--- config.mk ---
export PLATFORM = sky130hd
export DESIGN_NAME = seq_multiplier
export DESIGN_NICKNAME = d
export VERILOG_FILES = /design/src/rtl/seq_multiplier.sv
export SDC_FILE = /design/constraint.sdc
export NUM_CORES = 1
export LEC_CHECK = 0
export BUFFER_PORTS_ARGS = -buffer_cell sky130_fd_sc_hd__buf_2
export CAP_MARGIN = 10
export CORE_AREA = 2 2 69 87
export CTS_BUF_LIST = sky130_fd_sc_hd__clkbuf_16
export CTS_CLUSTER_SIZE = 8
export DETAILED_ROUTE_END_ITERATION = 8
export DIE_AREA = 0 0 71 89
export GPL_TIMING_DRIVEN = 0
export SYNTH_ARGS = -nofsm -noshare
export SYNTH_HDL_FRONTEND = slang
export SYNTH_SLANG_ARGS = --single-unit
--- constraint.sdc ---
create_clock -name clk -period 2.25 [get_ports clk]
set_input_delay 0.225 -clock clk [delete_from_list [all_inputs] [get_ports clk]]
set_output_delay 0.225 -clock clk [all_outputs]
set_load 0.01 [all_outputs]
--- src/rtl/seq_multiplier.sv ---
// seq_multiplier: W-cycle shift-and-add multiplier with start/busy/done handshake.
// Define SEQ_MULT_SIGNED_EN to enable two's-complement operands via sgn.
module seq_multiplier #(
  parameter int W = 8
) (
  input  logic           clk,
  input  logic           rst,
  input  logic           start,
  input  logic [W-1:0]   oprnd1,
  input  logic [W-1:0]   oprnd2,
  input  logic           sgn,
  output logic [2*W-1:0] prdct,
  output logic           busy,
  output logic           done
);
`ifdef SEQ_MULT_SIGNED_EN
  localparam bit SIGNED_EN = 1'b1;
`else
  localparam bit SIGNED_EN = 1'b0;
`endif
  localparam int CW = $clog2(W + 1);
  typedef enum logic [1:0] {IDLE, RUN, DONE} state_t;
  state_t         state;
  logic [W-1:0]   mcand, mplier, mag1, mag2;
  logic [W:0]     acc, sum;
  logic [CW-1:0]  cnt;
  logic           neg, sgn_en, ready;
  logic [2*W-1:0] raw;
  // With signing disabled sgn_en is constant 0, so the magnitude and negate paths fold away.
  always_comb begin
    ready  = state != RUN;
    sgn_en = sgn & SIGNED_EN;
    mag1   = (sgn_en & oprnd1[W-1]) ? -oprnd1 : oprnd1;
    mag2   = (sgn_en & oprnd2[W-1]) ? -oprnd2 : oprnd2;
    sum    = acc + (mplier[0] ? {1'b0, mcand} : '0);
    raw    = {sum, mplier[W-1:1]};
  end
  always_ff @(posedge clk) begin
    if (rst) begin
      state  <= IDLE;
      mcand  <= '0;
      mplier <= '0;
      acc    <= '0;
      cnt    <= '0;
      neg    <= 1'b0;
      prdct  <= '0;
      busy   <= 1'b0;
      done   <= 1'b0;
    end else if (ready) begin
      state <= start ? RUN : IDLE;
      busy  <= start;
      done  <= 1'b0;
      if (start) begin
        mcand  <= mag1;
        mplier <= mag2;
        acc    <= '0;
        cnt    <= CW'(W);
        neg    <= sgn_en & (oprnd1[W-1] ^ oprnd2[W-1]);
      end
    end else begin
      acc    <= {1'b0, sum[W:1]};
      mplier <= {sum[0], mplier[W-1:1]};
      cnt    <= cnt - 1'b1;
      // Last step: load the shifted result directly so the product lands W edges after accept.
      if (cnt == CW'(1)) begin
        prdct <= neg ? -raw : raw;
        state <= DONE;
        busy  <= 1'b0;
        done  <= 1'b1;
      end
    end
  end
endmodule

==> impl_metrics.yaml, run 1 <==
logic_synthesis:
  synth_top_area_frac: 0.439
  ys_seq_area_frac: 0.439
  synth.ff_latch_count: 47
  netlist_instances: 252
  synthFlopType: "dfxtp_1"
  yosysMostFrequentCell: "dfxtp_1"
  synth.distinct_cells: 35
  yosys.area.top_type: "dfxtp_1"
  syn_nets: 283
  ys_top_cells_by_count: "dfxtp_1 (47), nand2_1 (44), a21oi_1 (31)"
  synth_area_leaders: "dfxtp_1 (44%), nand2_1 (7.7%), a21oi_1 (7.2%)"
  netlist_area_um2: 2140
  syn_avg_cell_area_um2: 8.51
  async_reset_ff_frac: 0
  yosysWarningCount: 0
  synth_edf_count: 0
critical_path:
  crit_slowest_cell: "fa_2"
  worstPathMaxFanout: 9
  arrival_ps: 2290
  crit_path_cell_trace: "and2_1, ha_1, fa_2, a21o_1, a221oi_2, o21ai_1, a21oi_2, o31ai_1"
  r2r_cells: 8
  critPathLaunch: "mplier[0]$_SDFFE_PP0P_"
  cp-start-kind: "flip-flop"
  cp-end-kind: "flip-flop"
  critical-path-top-delay-family: "compound AO/OA/AOI/OAI gates"
  critPathKind: "reg2reg"
  timing.rr.start: "mplier[0]$_SDFFE_PP0P_"
  cp.buffers_inverters: 0
  cp.required_ps: 2410
  r2r_setup_slack_ps: 110
  timing.rr.end: "acc[7]$_SDFFE_PP0P_"
  cpPeakStageDelay_ps: 370
power_and_ir_drop:
  leakage_nw: 1.14
  vdd_drop_max_mv: 0.541
  power_mw: 1.90
  powerDensity_nw_per_um2: 741
drt:
  wl_met2_mm: 2.48
  wirelength_mm: 5.20
  vias: 1894
  firstDrtPassIters: 4
  ant_nets: 0
  viasPerCell: 5.29
  initialDrtViolationCount: 62
  met3_length_um: 176
  wire_per_inst_um: 14.5
  drc: 0
  drt-met1-wl_mm: 2.45
  routed.top_layer: "met4"
clock_network:
  cts_hold_buffers: 0
  clk_latency_ps: 290
  clock_sinks: 47
  cts-buffers-inserted: 5
  h-tree-depth: 2
  cts_setup_buffers: 0
  path_clk_slew_ps: 60
  cts_root_buf: "clkbuf_16"
  cts_tree: "built"
  cts_buffer_depth: 2
grt:
  grt_util_all_layers: 0.177
  grt_pass1_wl_mm: 8.80
  grt_pass1_vias: 1780
  grt_overflow: 0
  grt_max_degree: 15
  antenna_found_initial: 0
place:
  place_congestion: 0.854
  place_ws_ps: 14.8
  placedCellCount: 350
  port_buffers: 34
  hpwl_mm: 3.68
  dpl_cell_area_um2: 2390
timing:
  finalCriticalPeriod_ps: 2140
  finClkSkew_ps: 4.48
  worst_pin_slew_ps: 646
  setup_viol: 0
  setup_ws_ps: 112
  slew_viol_final: 0
  period_share: 0.950
  finalHoldViolCount: 0
  rsz0062_at_grt: "no"
  setup-tns-final_ps: 0
  whs_ps: 190
  max_freq_mhz: 468
  max-slew-margin-rel: 0.566
die:
  coreArea_um2: 5440
  die_y_um: 89
  dieWidth_um: 71
  io-pin-count: 38
  rows: 30
  initial_utilization: 0.394
  die_area_um2: 6320
status:
  status: "finished clean"
cells_and_area:
  fillers: 555
  antenna_cells: 0
  syn_to_final_growth_pct: 19.7
  final_core_util: 0.471
  final_cell_area_um2: 2570
  nNetsFinal: 324
  fin_cells: 358
  drive_above_1_share: 0.187
run:
  maxCapViolations: 0
hold_path:
  hp-class: "in2reg"
  hold_depth: 3
  min_to: "mcand[4]$_SDFFE_PP0P_"
  hold_start: "oprnd1[4]"
metal layers:
metal,global-route usage,vias up
met4,0.0686,0
met5,0,-
li1,-,953
met2,0.289,39
met1,0.236,896
met3,0.0304,6
tightest hold or removal path, stage by stage:
cell     delay [ps]
buf_2           100
nand3_1          60
a21oi_1          50
timing repair:
action	in CTS	in global routing
gates resized for setup	2	2
endpoints found under the setup margin	2	2
pin swaps	2	2
placed cells by master (no fill, tap or decap), drive strengths merged, types with 3 or more instances in the layout:
cell    instances
and3            3
ha             10
xnor2           3
a21o            3
o21ai           3
clkbuf         13
a211oi          8
nand3          15
a22o            4
and2            8
nor3            5
buf            42
inv             6
xor2            3
dfxtp          47
a21oi          32
nor2           18
nand2          44
mux2i           9
final cells by class:
cell class | instances | area, um^2 | area share
Buffer | 16 | 81.3 | 0.0317
Sequential cell | 47 | 942 | 0.367
Clock buffer | 5 | 125 | 0.0488
Multi-Input combinational cell | 183 | 1110 | 0.431
Inverter | 6 | 22.5 | 0.00878
Timing Repair Buffer | 34 | 170 | 0.0663
Clock inverter | 3 | 38.8 | 0.0151
Tap cell | 64 | 80.1 | 0.0312
state kept, by name, summed over array words and instances (netlist names):
signal,flops
prdct,16
cnt,4
mcand,8
mplier,8
state,2
done,1
acc,8
report_power, final:
part,switching [mW],leakage [nW],internal [mW]
logic,0.107,0.673,0.0684
registers,0.0247,0.383,0.866
clock network,0.316,0.0812,0.518
total,0.448,1.14,1.45
cell families (layout without fill, tap and decap cells):
| family | after synthesis | after routing | share of synthesized area |
|---|---|---|---|
| buffers and inverters | 22 | 64 | 0.0484 |
| adders and majority gates | 11 | 11 | 0.0677 |
| muxes | 9 | 9 | 0.0420 |
| DFF | 47 | 47 | 0.439 |
| and+or+nand+nor | 98 | 98 | 0.204 |
| AOI/OAI and AO/OA | 59 | 59 | 0.175 |
| xor gates and xnor gates | 6 | 6 | 0.0245 |
how the worst max path moves through the flow:
stage | end | slack (ps) | cells past startpoint
floorplan | acc[7]$_SDFFE_PP0P_ | 270 | 8
global placement | acc[7]$_SDFFE_PP0P_ | 40 | 8
detailed placement | acc[7]$_SDFFE_PP0P_ | 10 | 8
CTS | acc[7]$_SDFFE_PP0P_ | 60 | 8
global route | acc[7]$_SDFFE_PP0P_ | 30 | 8
finish | acc[7]$_SDFFE_PP0P_ | 110 | 8
Power figures use the tool's default switching activity.
==> run 2, diff against run 1 <==
- CORE_AREA: 2 2 69 87 -> 2 2 63 79
- DIE_AREA: 0 0 71 89 -> 0 0 65 81
- PLACE_DENSITY: unset -> 0.76
- clock period: 2.25 -> 1.93 ns (I/O delays scaled with it)
==> impl_metrics.yaml, run 2 (synthesized netlist as in run 1, its figures left out) <==
place:
  port_buffers: 34
  place_congestion: 0.816
  hpwl_mm: 3.63
status:
  violations: "setup timing"
  status: "finished, violations left"
clock_network:
  h-tree-depth: 2
  cts_buffer_depth: 2
  cts-buffers-inserted: 5
  cts_tree: "built"
  cts_root_buf: "clkbuf_16"
  clock_sinks: 47
  path_clk_slew_ps: 70
  clk_latency_ps: 290
critical_path:
  r2r_cells: 8
  critPathLaunch: "mplier[0]$_SDFFE_PP0P_"
  arrival_ps: 2210
  cp-start-kind: "flip-flop"
  cp.required_ps: 2090
  critPathKind: "reg2reg"
  timing.rr.end: "acc[7]$_SDFFE_PP0P_"
  cp-end-kind: "flip-flop"
  r2r_setup_slack_ps: -130
  worstPathMaxFanout: 6
  timing.rr.start: "mplier[0]$_SDFFE_PP0P_"
timing:
  setup-tns-final_ps: -585
  max-slew-margin-rel: 0.529
  period_share: 1.07
  finClkSkew_ps: 5.91
  rsz0062_at_grt: "yes"
  finalCriticalPeriod_ps: 2060
  setup_ws_ps: -126
  max_freq_mhz: 486
  slew_viol_final: 0
  finalHoldViolCount: 0
  worst_pin_slew_ps: 702
  setup_viol: 8
drt:
  wire_per_inst_um: 14.8
  initialDrtViolationCount: 78
  vias: 1966
  viasPerCell: 5.45
  wirelength_mm: 5.35
  ant_nets: 0
  drc: 0
  firstDrtPassIters: 4
grt:
  grt_max_degree: 16
  grt_pass1_vias: 1859
  grt_overflow: 0
  antenna_found_initial: 0
  grt_util_all_layers: 0.209
  grt_pass1_wl_mm: 8.44
die:
  die_area_um2: 5270
  io-pin-count: 38
  coreArea_um2: 4590
  dieWidth_um: 65
  die_y_um: 81
  rows: 28
  initial_utilization: 0.467
cells_and_area:
  nNetsFinal: 331
  syn_to_final_growth_pct: 27.9
  antenna_cells: 0
  largest_reg_flops: 16
  final_cell_mix: "dfxtp_1 (46), nand2_1 (44), buf_2 (39), a21oi_1 (27), nor2_1 (18)"
  final_common_cell: "dfxtp_1"
  largest-register: "prdct"
  final_core_util: 0.598
  drive_above_1_share: 0.246
power_and_ir_drop:
  leakage_nw: 1.21
  vdd_drop_max_mv: 0.528
  powerDensity_nw_per_um2: 866
hold_path:
  hold_depth: 3
  min_to: "mcand[1]$_SDFFE_PP0P_"
  hp-class: "in2reg"
  hold_start: "oprnd1[1]"
run:
  maxCapViolations: 0
-- run 2: cell count changes in the layout (fill, tap and decap cells not counted), sizes merged --
cell and change:
bufinv +1, buf +7, clkinv -2, clkinvlp +1
-- run 2: per-layer routing --
metal,track usage,share of wire
met4,0.0957,0.020
met3,0.0374,0.033
met5,0,0
met1,0.241,0.42
met2,0.373,0.53
-- run 2: final cells by class --
| class | instances | area, um^2 |
|---|---|---|
| buffer | 16 | 81.3 |
| clock buffer | 5 | 125 |
| clock inverter | 3 | 67.6 |
| fill | 400 | 1850 |
| inverter | 6 | 22.5 |
| multi-input combinational | 183 | 1200 |
| sequential | 47 | 945 |
| tap | 60 | 75.1 |
| timing repair buffer | 41 | 223 |
-- run 2: power breakdown --
| group | switching, mW | internal (mW) | leakage [nW] |
|---|---|---|---|
| Sequential | 0.0313 | 1.01 | 0.384 |
| Combinational | 0.130 | 0.0878 | 0.734 |
| Clock | 0.376 | 0.742 | 0.0900 |
-- run 2: timing repair --
item,in CTS,in global routing
setup endpoints to repair,8,9
pin swaps,7,7
resized for setup,10,10
hold buffers,0,0
buffers inserted,4,3
hold endpoints to repair,0,0
-- run 2: worst max-delay path, cell delays in order (launching register included) --
cell and delay (ps):
dfxtp_4 370, and2_4 150, ha_4 160, fa_2 360, a21o_1 220, a221oi_4 300
o21ai_2 90, a21oi_2 180, o31ai_1 90
-- run 2: through the flow --
stage	cell area, um^2	std cells	power [mW]	setup WS (ps)	hold WS [ps]
after floorplan	2150	252	1.19	2.18	340
after global placement	2390	346	1.26	-223	441
after detailed placement	2390	346	1.26	-307	445
after CTS	2660	358	2.37	-135	157
after global routing	2740	361	2.45	-225	158
final	2740	361	2.38	-126	152
-- run 2: worst max-delay path by stage --
stage / to / cells after the start / slack (ps)
finish: acc[7]$_SDFFE_PP0P_ / 8 / -130
global route: prdct[13]$_SDFFE_PP0P_ / 8 / -220
CTS: acc[7]$_SDFFE_PP0P_ / 8 / -130
detailed placement: acc[7]$_SDFFE_PP0P_ / 8 / -310
global placement: acc[7]$_SDFFE_PP0P_ / 8 / -220
floorplan: acc[7]$_SDFFE_PP0P_ / 8 / 2
==> run 3, diff against run 2 <==
- PLACE_DENSITY: 0.76 -> 0.74
==> impl_metrics.yaml, run 3 (synthesized netlist as in run 1, its figures left out) <==
drt:
  met3_length_um: 203
  ant_nets: 0
  wirelength_mm: 5.09
  drc: 0
  firstDrtPassIters: 4
  vias: 1926
  wire_per_inst_um: 14.2
  viasPerCell: 5.38
  wl_met2_mm: 2.56
  drt-met1-wl_mm: 2.24
  routed.top_layer: "met4"
  initialDrtViolationCount: 74
timing:
  finClkSkew_ps: 2.92
  period_share: 1.07
  setup_viol: 6
  max_freq_mhz: 486
  worst_pin_slew_ps: 639
  rsz0062_at_grt: "yes"
  finalHoldViolCount: 0
  slew_viol_final: 0
  finalCriticalPeriod_ps: 2060
  max-slew-margin-rel: 0.571
  setup_ws_ps: -127
  whs_ps: 155
clock_network:
  clock_sinks: 47
  clk_latency_ps: 290
  cts-buffers-inserted: 5
  cts_buffer_depth: 2
  cts_tree: "built"
  h-tree-depth: 2
  path_clk_slew_ps: 60
  cts_root_buf: "clkbuf_16"
die:
  io-pin-count: 38
  coreArea_um2: 4590
  initial_utilization: 0.467
  die_area_um2: 5270
  dieWidth_um: 65
  rows: 28
  die_y_um: 81
cells_and_area:
  antenna_cells: 0
  syn_to_final_growth_pct: 24.9
  fin_cells: 358
  final_common_cell: "dfxtp_1"
  final_cell_mix: "dfxtp_1 (46), nand2_1 (44), buf_2 (39), a21oi_1 (28), nor2_1 (18)"
  nNetsFinal: 328
  largest_reg_flops: 16
  final_core_util: 0.584
  drive_above_1_share: 0.218
  largest-register: "prdct"
  fillers: 423
power_and_ir_drop:
  powerDensity_nw_per_um2: 884
  leakage_nw: 1.18
  vdd_drop_max_mv: 0.465
critical_path:
  critPathKind: "reg2reg"
  critPathLaunch: "mplier[0]$_SDFFE_PP0P_"
  cp-start-kind: "flip-flop"
  r2r_setup_slack_ps: -130
  timing.rr.start: "mplier[0]$_SDFFE_PP0P_"
  cp.required_ps: 2150
  arrival_ps: 2280
  cp-end-kind: "flip-flop"
  worstPathMaxFanout: 7
place:
  place_congestion: 0.816
  hpwl_mm: 3.45
  port_buffers: 34
  placedCellCount: 346
grt:
  grt_overflow: 0
  antenna_found_initial: 0
  grt_pass1_wl_mm: 7.92
  grt_pass1_vias: 1765
  grt_max_degree: 16
  grt_util_all_layers: 0.196
status:
  violations: "setup timing"
  status: "finished, violations left"
run:
  maxCapViolations: 0
hold_path:
  hp-class: "in2reg"
  hold_start: "oprnd1[1]"
==> run 3: what timing repair did <==
item,CTS,global route
setup endpoints to repair,8,8
hold buffers,0,0
gates resized for setup,6,7
pin swaps,7,6
setup buffers,2,2
==> run 3: final timing paths <==
check | end | cells past startpoint
max | prdct[13]$_SDFFE_PP0P_ | 8
min | mcand[1]$_SDFFE_PP0P_ | 3
max reg2reg | prdct[13]$_SDFFE_PP0P_ | 8
min reg2reg | prdct[3]$_SDFFE_PP0P_ | 2
==> run 3: final cells by class <==
class / instances / area [um^2] / area share
tap: 60 / 75.1 / 0.0280
timing repair buffer: 38 / 200 / 0.0747
clock buffer: 5 / 125 / 0.0467
clock inverter: 3 / 67.6 / 0.0252
multi-input combinational: 183 / 1160 / 0.434
buffer: 16 / 81.3 / 0.0304
inverter: 6 / 22.5 / 0.00841
sequential: 47 / 945 / 0.353
==> run 3: critical path, stage by stage (launching register included) <==
cell,delay (ps)
dfxtp_4,370
and2_4,150
ha_4,160
fa_2,360
a21o_1,210
a221oi_4,310
xnor2_1,200
nand2_1,110
a21oi_1,120
==> run 3: metal layers <==
metal,global-route usage,up-vias
met3,0.0360,6
met4,0.102,0
met2,0.337,42
li1,-,963
met5,0,-
met1,0.231,915
==> run 3: power by group <==
part / total (mW) / internal (mW) / switching [mW]
Sequential: 1.04 / 1.01 / 0.0288
Clock: 1.12 / 0.742 / 0.376
Combinational: 0.212 / 0.0842 / 0.128
Total: 2.37 / 1.84 / 0.532
==> run 3: stage by stage <==
step / total power [mW] / setup TNS (ps) / setup WS (ps) / cell area [um^2]
after detailed placement: 1.26 / -876 / -231 / 2390
after global routing: 2.44 / -998 / -173 / 2680
after global placement: 1.26 / -671 / -188 / 2390
after floorplan: 1.19 / 0 / 2.18 / 2150
final: 2.37 / -444 / -127 / 2680
after CTS: 2.37 / -408 / -143 / 2620
